**src/rtl/epi_tracer_pkg.sv**
```systemverilog
// Shared encodings for the tracer LCI queue: FSM states and push/pull cases.
package epi_tracer_pkg;

  // Controller states (2-bit, kept as plain constants for legacy tooling)
  localparam logic [1:0] ST_RUN   = 2'd0;
  localparam logic [1:0] ST_FLUSH = 2'd1;
  localparam logic [1:0] ST_DONE  = 2'd2;

  // Per-cycle transfer case, encoded as {push_fire, pull_fire}
  localparam logic [1:0] OP_NN = 2'b00;
  localparam logic [1:0] OP_NP = 2'b01;
  localparam logic [1:0] OP_PN = 2'b10;
  localparam logic [1:0] OP_PP = 2'b11;

endpackage

```
**src/rtl/epi_tracer_lci_queue_cell.sv**
```systemverilog
// Next-state logic for one shift-queue entry (valid + LCI bit).
module epi_tracer_lci_queue_cell
  import epi_tracer_pkg::*;
(
  input  logic push_fire,
  input  logic pull_fire,
  input  logic wr_sel,
  input  logic push_last,
  input  logic clear,
  input  logic nbr_valid,
  input  logic nbr_lci,
  input  logic cur_valid,
  input  logic cur_lci,
  output logic nxt_valid,
  output logic nxt_lci
);

  // Hold, shift from the younger neighbour, or capture the pushed child
  always_comb begin
    nxt_valid = cur_valid;
    nxt_lci   = cur_lci;
    if (clear) begin
      nxt_valid = 1'b0;
      nxt_lci   = 1'b0;
    end else begin
      case ({push_fire, pull_fire})
        OP_NP: begin
          nxt_valid = nbr_valid;
          nxt_lci   = nbr_lci;
        end
        OP_PN: begin
          if (wr_sel) begin
            nxt_valid = 1'b1;
            nxt_lci   = push_last;
          end
        end
        OP_PP: begin
          if (wr_sel) begin
            nxt_valid = 1'b1;
            nxt_lci   = push_last;
          end else begin
            nxt_valid = nbr_valid;
            nxt_lci   = nbr_lci;
          end
        end
        default: begin
        end
      endcase
    end
  end

endmodule

```
**src/rtl/epi_tracer_lci_queue_ctrl.sv**
```systemverilog
// LCI queue: shift-queue storage of child instructions with group-gated pulls
// and a flush sequence that drains complete groups and drops an open one.
module epi_tracer_lci_queue_ctrl
  import epi_tracer_pkg::*;
#(
  parameter  int DEPTH = 8,
  localparam int CNT_W = $clog2(DEPTH + 1)
) (
  input  logic             clk_i,
  input  logic             rst_i,
  input  logic             push_valid_i,
  input  logic             push_last_i,
  output logic             push_ready_o,
  output logic             pull_valid_o,
  input  logic             pull_ready_i,
  output logic             pull_last_o,
  output logic             parent_done_o,
  input  logic             flush_i,
  output logic             flush_done_o,
  output logic [CNT_W-1:0] count_o,
  output logic [CNT_W-1:0] groups_o,
  output logic             full_o,
  output logic             empty_o,
  output logic             open_group_o,
  output logic [DEPTH-1:0] valid_vec_o,
  output logic [DEPTH-1:0] lci_vec_o
);

  logic [1:0]       state_q, state_d;
  logic [DEPTH-1:0] valid_q, lci_q, valid_d, lci_d;
  logic [DEPTH:0]   valid_ext, lci_ext;
  logic [CNT_W-1:0] count_q, groups_q, wr_idx;
  logic             push_fire, pull_fire, clear;
  logic             open_group;

  assign full_o        = (count_q == CNT_W'(DEPTH));
  assign empty_o       = (count_q == '0);
  assign push_ready_o  = (state_q == ST_RUN) && !full_o;
  assign pull_valid_o  = valid_q[0] && (groups_q != '0);
  assign pull_last_o   = lci_q[0];
  assign push_fire     = push_valid_i && push_ready_o;
  assign pull_fire     = pull_valid_o && pull_ready_i;
  assign parent_done_o = pull_fire && lci_q[0];
  assign flush_done_o  = (state_q == ST_DONE);
  assign clear         = (state_q == ST_FLUSH) && (groups_q == '0) && (count_q != '0);
  assign wr_idx        = pull_fire ? (count_q - CNT_W'(1)) : count_q;
  assign count_o       = count_q;
  assign groups_o      = groups_q;
  assign valid_vec_o   = valid_q;
  assign lci_vec_o     = lci_q & valid_q;
  assign open_group_o  = open_group;
  assign valid_ext     = {1'b0, valid_q};
  assign lci_ext       = {1'b0, lci_q};

  // One next-state cell per entry; the top entry shifts in an empty slot
  for (genvar i = 0; i < DEPTH; i++) begin : g_cell
    epi_tracer_lci_queue_cell u_cell (
      .push_fire (push_fire),
      .pull_fire (pull_fire),
      .wr_sel    (wr_idx == CNT_W'(i)),
      .push_last (push_last_i),
      .clear     (clear),
      .nbr_valid (valid_ext[i+1]),
      .nbr_lci   (lci_ext[i+1]),
      .cur_valid (valid_q[i]),
      .cur_lci   (lci_q[i]),
      .nxt_valid (valid_d[i]),
      .nxt_lci   (lci_d[i])
    );
  end

  // The youngest valid entry decides whether a group is still open
  always_comb begin
    open_group = 1'b0;
    for (int i = 0; i < DEPTH; i++) begin
      if (valid_q[i]) open_group = !lci_q[i];
    end
  end

  // Flush sequencing: drain complete groups, drop the open tail, pulse done
  always_comb begin
    state_d = state_q;
    case (state_q)
      ST_RUN:   if (flush_i) state_d = ST_FLUSH;
      ST_FLUSH: if (count_q == '0) state_d = ST_DONE;
      ST_DONE:  state_d = ST_RUN;
      default:  state_d = ST_RUN;
    endcase
  end

  // State, storage and occupancy/group counters
  always_ff @(posedge clk_i) begin
    if (rst_i) begin
      state_q  <= ST_RUN;
      valid_q  <= '0;
      lci_q    <= '0;
      count_q  <= '0;
      groups_q <= '0;
    end else begin
      state_q <= state_d;
      valid_q <= valid_d;
      lci_q   <= lci_d;
      if (clear) begin
        count_q  <= '0;
        groups_q <= '0;
      end else begin
        case ({push_fire, pull_fire})
          OP_PN:   count_q <= count_q + CNT_W'(1);
          OP_NP:   count_q <= count_q - CNT_W'(1);
          default: count_q <= count_q;
        endcase
        groups_q <= groups_q + CNT_W'(push_fire && push_last_i)
                             - CNT_W'(pull_fire && lci_q[0]);
      end
    end
  end

endmodule

```
**config.mk**
```make
export PLATFORM = sky130hd
export DESIGN_NAME = epi_tracer_lci_queue_ctrl
export DESIGN_NICKNAME = d
export VERILOG_FILES = /design/src/rtl/epi_tracer_pkg.sv /design/src/rtl/epi_tracer_lci_queue_cell.sv /design/src/rtl/epi_tracer_lci_queue_ctrl.sv
export SDC_FILE = /design/constraint.sdc
export NUM_CORES = 1
export LEC_CHECK = 0
export ABC_AREA = 1
export ABC_CLOCK_PERIOD_IN_PS = 2600
export CORE_UTILIZATION = 55
export CTS_BUF_LIST = sky130_fd_sc_hd__clkbuf_8
export CTS_CLUSTER_SIZE = 30
export DETAILED_ROUTE_END_ITERATION = 10
export GPL_TIMING_DRIVEN = 0
export PLACE_DENSITY = 0.8
export SYNTH_ARGS = -nofsm -noshare
export SYNTH_HDL_FRONTEND = slang
export SYNTH_SLANG_ARGS = --single-unit
export TNS_END_PERCENT = 30
```
**constraint.sdc**
```tcl
create_clock -name clk_i -period 2.6 [get_ports clk_i]
set_input_delay 0.78 -clock clk_i [delete_from_list [all_inputs] [get_ports clk_i]]
set_output_delay 0.78 -clock clk_i [all_outputs]
set_load 0.01 [all_outputs]
```
==> flow_summary.json, run 1 <==
{
  "yosysTopAreaCell": "dfxtp_1",
  "seqPwrFrac_pct": 32.3,
  "met3_usage_pct": 2.32,
  "switchingPower_uw": 711,
  "drive_gt1_share_pct": 15.1,
  "cp.required_ns": 1.82,
  "grt_antenna_before_repair": 0,
  "synth-seq-cells": 26,
  "io_buffers": 37,
  "clock_power_share_pct": 14.2,
  "setup_viol": 0,
  "grt_start_max_net_pins": 14,
  "avgSynthCellArea_um2": 6.09,
  "combinationalPowerShare_pct": 53.5,
  "dieArea_um2": 4140,
  "ys_seq_area_share_pct": 24.4,
  "root_buffer": "clkbuf_8",
  "p_leak_nw": 1.25,
  "crit_arrival_ns": 1.71,
  "status": "finished, final reports clean",
  "dp.cells": 436,
  "cts_buffers": 3,
  "finalHoldViolCount": 0,
  "relSlewSlack_pct": 70.8,
  "final_cells": 438,
  "clk_latency_ns": 0.27,
  "multi_input_comb_area_um2": 1320,
  "synth_cell_types": 28,
  "cts_tree": "done",
  "busiest_layer": "met2",
  "wirelength_um": 4880,
  "worstSetupStartpointType": "flip-flop",
  "intPower_uw": 948,
  "h-tree-depth": 1,
  "hp-class": "flip-flop to flip-flop",
  "fin_crit_sh_pct": 95.7,
  "power_density_nw_per_um2": 631,
  "drc_errors": 0,
  "ant_nets": 0,
  "post_cts_buffers": 0,
  "place_hpwl_um": 3670,
  "post_drt_wl_per_cell_um": 11.1,
  "fin_skew_ns": 0.00138,
  "drtIter0Drc": 138,
  "vias": 2214,
  "ir_drop_v": 0.000379,
  "fin_ws_ns": 0.111,
  "swShare_pct": 42.9,
  "grt_util_met1_pct": 30.8,
  "coreArea_um2": 3690,
  "cts.sinks": 26,
  "die_y_um": 64.3,
  "yosys.area.top_type_share_pct": 24.4,
  "synth_area_leaders": "dfxtp_1 (24%), nand2_1 (16%), nor2_1 (10%)",
  "grt_pass1_wl_um": 8310,
  "drv_slew": 0,
  "post_synth_inst_count": 351,
  "path_class": "flip-flop to output pin",
  "clk_pin_slew_ns": 0.09,
  "place_ws_ns": -0.541,
  "yosysWarnings": 0,
  "clock.fmax_mhz": 402,
  "nNetsFinal": 410,
  "rows": 22,
  "synthesis.nets": 369,
  "grt_usage_pct": 25.1,
  "overflow": 0,
  "seqCellArea_um2": 528,
  "grt_pass1_vias": 1969,
  "path_max_fanout": 3,
  "antenna_cells": 0,
  "cts_max_path_buffers": 2,
  "syn_area_um2": 2140,
  "area_growth_pct": 23.0,
  "drt_pass1_iterations": 4,
  "die_x_um": 64.3,
  "fillers": 375,
  "rsz0062_at_grt": "false",
  "min_period_ns": 2.49,
  "cap_violations": 0,
  "detail_route.vias_per_cell": 5.05,
  "end_kind": "output pin",
  "initial_core_util_pct": 57.9,
  "ioPinCount": 38,
  "gp_congestion": 0.824,
  "tightestPinTransition_ns": 0.438,
  "gr-usage-met2_pct": 45.8
}
[cell usage in the layout, fill, tap and decap left out, types with 2 or more instances in the layout]
cell,instances
nand2_1,88
nor2_1,57
inv_1,45
clkdlybuf4s50_1,33
nand3_1,25
a21oi_1,22
dfxtp_1,22
nand2_2,18
o21ai_0,13
ha_1,11
buf_4,9
inv_2,7
nor2_4,6
buf_6,3
nand4_1,3
clkbuf_8,3
dfxtp_2,3
dlygate4sd2_1,3
o211ai_1,2
buf_2,2
[per-stage QoR]
stage                     util (%)  TNS, ns  power [mW]  instance area (µm²)  hold WS [ns]
after floorplan                  -        0        1.15                 2140         0.464
after global placement        69.6    -5.88        1.41                 2570         0.490
after detailed placement      69.6    -5.90        1.42                 2570         0.496
after CTS                     71.1        0        1.65                 2620         0.509
after global routing          71.3        0        1.79                 2630         0.566
final                         71.3        0        1.66                 2630         0.515
[cell families after synthesis]
| logic type | after synthesis | synth area share, % |
|---|---|---|
| XOR/XNOR | 2 | 0.820 |
| adder cells (fa/ha/maj) | 12 | 7.38 |
| AO/OA/AOI/OAI | 41 | 10.8 |
| AND/OR/NAND/NOR | 201 | 41.9 |
| buffers and inverters | 69 | 14.7 |
| flip-flops | 26 | 24.4 |
[synthesized netlist by cell type, drive strengths merged]
master and count:
dfxtp 26, inv 53, a21o 1, fa 1, buf 14, o211ai 2, o21bai 1, ha 11
nand4 3, nand3 26, nand2 107, clkbuf 2, xnor2 1, xor2 1, a21oi 23, nor3 1
a31oi 1, nor2 64, o21ai 13
[cell type report]
| cell class | instances | area share, % |
|---|---|---|
| inverter | 53 | 7.66 |
| clock buffer | 3 | 1.57 |
| multi-input combinational | 256 | 50.0 |
| sequential | 26 | 20.1 |
| tap | 48 | 2.28 |
| timing repair buffer | 37 | 14.0 |
| buffer | 15 | 4.38 |
[critical path: stages, from the launching register on]
cell             delay (ns)
dfxtp_1                0.34
inv_1                  0.06
ha_1                   0.25
a21oi_2                0.22
clkdlybuf4s50_1        0.57
[registers in the layout (all words and copies together) (netlist names)]
register     count
lci_q            8
valid_vec_o      8
count_o          4
groups_o         4
state_q          2
[routing by layer]
| metal | wire length, µm | part of all wire (%) | up-vias |
|---|---|---|---|
| met5 | 0 | 0 | - |
| met4 | 54 | 1.1 | 0 |
| met3 | 154 | 3.2 | 5 |
| met2 | 2390 | 49 | 46 |
| met1 | 2280 | 47 | 1002 |
| li1 | - | - | 1161 |
[power by group through the flow]
| stage | sequential, mW | combinational [mW] | clock, mW |
|---|---|---|---|
| 2_1_floorplan | 0.533 | 0.620 | 0 |
| 3_3_place_gp | 0.539 | 0.868 | 0 |
| 3_5_place_dp | 0.540 | 0.881 | 0 |
| 4_1_cts | 0.533 | 0.881 | 0.241 |
| 5_1_grt | 0.548 | 0.992 | 0.253 |
| 6_report | 0.536 | 0.886 | 0.235 |
[what timing repair did]
action,4_1_cts,5_1_grt
gates resized for setup,12,8
hold endpoints to repair,0,0
pin swaps,0,1
hold buffers,0,0
endpoints found under the setup margin,14,20
[final timing paths]
| path | startpoint | to | slack [ns] | cells past startpoint |
|---|---|---|---|---|
| hold reg to reg | state_q[0] | state_q[1] | 0.51 | 2 |
| setup reg to reg | count_o[1] | groups_o[2] | 0.21 | 14 |
| hold / removal | state_q[0] | state_q[1] | 0.51 | 2 |
| setup / recovery | groups_o[2] | pull_valid_o | 0.11 | 4 |
Note: power is estimated with default switching activity, not from simulation.
==> inputs of run 2 (changes only) <==
--- a/config.mk
+++ b/config.mk
@@ -12,8 +12,10 @@
 export CTS_CLUSTER_SIZE = 30
 export DETAILED_ROUTE_END_ITERATION = 10
 export GPL_TIMING_DRIVEN = 0
-export PLACE_DENSITY = 0.8
+export HOLD_SLACK_MARGIN = 0.06
+export PLACE_DENSITY = 0.79
 export SYNTH_ARGS = -nofsm -noshare
 export SYNTH_HDL_FRONTEND = slang
+export SYNTH_HIERARCHICAL = 1
 export SYNTH_SLANG_ARGS = --single-unit
 export TNS_END_PERCENT = 30
==> flow_summary.json, run 2 <==
{
  "hp-class": "flip-flop to flip-flop",
  "io_buffers": 36,
  "reg2regPathDepth": 14,
  "tightestPinTransition_ns": 0.801,
  "cts_max_path_buffers": 2,
  "setup_viol": 0,
  "synth_edf_count": 0,
  "seqPwrFrac_pct": 33.3,
  "yosys.area.top_type_share_pct": 23.2,
  "wirelength_um": 5330,
  "whs_path_depth": 2,
  "critPathMaxStageDelay_ns": 0.52,
  "nNetsFinal": 444,
  "r2r_slack_ns": 0.14,
  "h-tree-depth": 1,
  "end_kind": "output pin",
  "die_x_um": 65.9,
  "vias": 2308,
  "antenna_cells": 0,
  "grt_pass1_wl_um": 8980,
  "cts.sinks": 26,
  "gp_congestion": 0.854,
  "synth.top_cells.by_count": "nand2_1 (123), inv_1 (82), nor2_1 (43)",
  "ir_drop_v": 0.000345,
  "worstSetupStartpointType": "input pin",
  "intPower_uw": 934,
  "hold_slack_ns": 0.543,
  "ys_seq_area_share_pct": 23.2,
  "cp.required_ns": 1.82,
  "grt_antenna_before_repair": 0,
  "switchingPower_uw": 693,
  "place_hpwl_um": 3660,
  "drive_gt1_share_pct": 16.2,
  "clock.fmax_mhz": 387,
  "rows": 22,
  "synth_cell_types": 32,
  "synth_flop_cell": "dfxtp_1",
  "finalHoldViolCount": 0,
  "drc_errors": 0,
  "combinationalPowerShare_pct": 52.0,
  "fillers": 358,
  "drv_slew": 0,
  "initial_core_util_pct": 59.1,
  "rr_endpoint": "groups_o[1]",
  "crit_end": "parent_done_o",
  "overflow": 0,
  "dieArea_um2": 4340,
  "drt_pass1_iterations": 4,
  "cts_tree": "done",
  "path_cells": "clkdlybuf4s50_1 > nand2_4 > nor2_2 > dlygate4sd2_1",
  "grt_pass1_vias": 1996,
  "p_leak_nw": 1.44,
  "swShare_pct": 42.6,
  "area_growth_pct": 25.6,
  "syn_area_um2": 2240,
  "relSlewSlack_pct": 46.4,
  "crit_path_start": "pull_ready_i",
  "final_common_cell": "nand2_1",
  "ant_nets": 0,
  "clock_power_share_pct": 14.7,
  "yosysMostFrequentCell": "nand2_1",
  "grt_start_max_net_pins": 18,
  "async_flop_share_pct": 0,
  "yosysTopAreaCell": "dfxtp_1",
  "path_class": "input pin to output pin",
  "status": "finished, final reports clean",
  "min_period_ns": 2.58,
  "yosysWarnings": 6,
  "power_density_nw_per_um2": 577,
  "total_power_mw": 1.63,
  "die_y_um": 65.9,
  "grt_usage_pct": 26.7,
  "post_drt_wl_per_cell_um": 11.2,
  "cap_violations": 0,
  "crit_arrival_ns": 1.80,
  "fin_crit_sh_pct": 99.3,
  "avgSynthCellArea_um2": 5.92,
  "post_synth_inst_count": 379,
  "crit_slowest_cell": "clkdlybuf4s50_1",
  "synth_area_leaders": "dfxtp_1 (23%), nand2_1 (21%), inv_1 (14%)",
  "layout_common_cells": "nand2_1 (122), inv_1 (79), nor2_1 (41)",
  "cts_buffers": 3,
  "detail_route.vias_per_cell": 4.86,
  "drtIter0Drc": 160,
  "synth-seq-cells": 26,
  "ioPinCount": 38,
  "clk_pin_slew_ns": 0.09,
  "fin_skew_ns": 0.00182,
  "r2r-start": "count_o[0]",
  "path_max_fanout": 4,
  "coreArea_um2": 3800,
  "root_buffer": "clkbuf_8",
  "clk_latency_ns": 0.28
}
## run 2: cell count changes after synthesis, moves of 11 or more
cell     change
o21ai_0     -11
nand2_2     -15
a21oi_1     -16
inv_1       +34
nand2_1     +34
nor2_1      -16
## run 2: layout make-up
| type | count | area, µm² | area share (%) |
|---|---|---|---|
| Multi-Input combinational cell | 257 | 1390 | 49.2 |
| Sequential cell | 26 | 533 | 18.9 |
| Timing Repair Buffer | 41 | 398 | 14.1 |
| Inverter | 95 | 372 | 13.2 |
| Tap cell | 48 | 60.1 | 2.13 |
| Clock buffer | 3 | 41.3 | 1.46 |
| Buffer | 3 | 20.0 | 0.710 |
| Timing Repair inverter | 2 | 10.0 | 0.355 |
## run 2: through the flow
| step | cell area (µm²) | utilization [%] | TNS (ns) | std cells | worst slack [ns] |
|---|---|---|---|---|---|
| after floorplan | 2300 | - | 0 | 381 | 0.00494 |
| after global placement | 2720 | 71.6 | -7.58 | 465 | -0.623 |
| after detailed placement | 2720 | 71.6 | -8.36 | 465 | -0.656 |
| after CTS | 2790 | 73.6 | -0.0310 | 472 | -0.0289 |
| after global routing | 2820 | 74.2 | -0.0460 | 475 | -0.0413 |
| final | 2820 | 74.2 | 0 | 475 | 0.0172 |
## run 2: critical path: cells and delay by family
family	cells	cell delay, ns
buffers and inverters	2	0.81
AND/OR/NAND/NOR	2	0.22
## run 2: kinds of logic (layout without fill, tap and decap cells)
kind of cell	Yosys count	after routing	share of synthesized area, %
compound gates	30	30	11.2
xor+xnor	5	5	2.29
fa+ha+maj	9	9	5.35
buf+inv	98	144	17.0
flops	26	26	23.2
other cells	1	3	0.167
simple gates	210	210	40.8
## run 2: routing by layer
metal	vias up	wire length [µm]	GRT usage [%]
li1	1222	-	-
met1	1018	2410	34.9
met2	59	2580	45.4
met3	9	285	4.31
met4	0	50	5.98
met5	-	0	0
## run 2: worst min-delay path by stage
stage                    start          to  slack (ns)
detailed placement  count_o[0]  count_o[0]        0.53
floorplan           state_q[0]  state_q[1]        0.51
global placement    count_o[0]  count_o[0]        0.52
finish              count_o[0]  count_o[0]        0.54
global route        count_o[0]  count_o[0]        0.56
CTS                 count_o[0]  count_o[0]        0.55
## run 2: power groups by stage
stage / Combinational [mW] / Clock, mW / Sequential (mW)
floorplan: 0.597 / 0 / 0.545
global placement: 0.807 / 0 / 0.548
detailed placement: 0.825 / 0 / 0.549
CTS: 0.834 / 0.245 / 0.540
global route: 0.963 / 0.262 / 0.550
finish: 0.846 / 0.239 / 0.541
## run 2: repair_timing
| item | in CTS | in global routing |
|---|---|---|
| resized for setup | 6 | 2 |
| gates cloned | 2 | 0 |
| setup endpoints to repair | 14 | 5 |
| pin swaps | 4 | 2 |
| hold buffers | 0 | 0 |
| setup buffers | 2 | 3 |
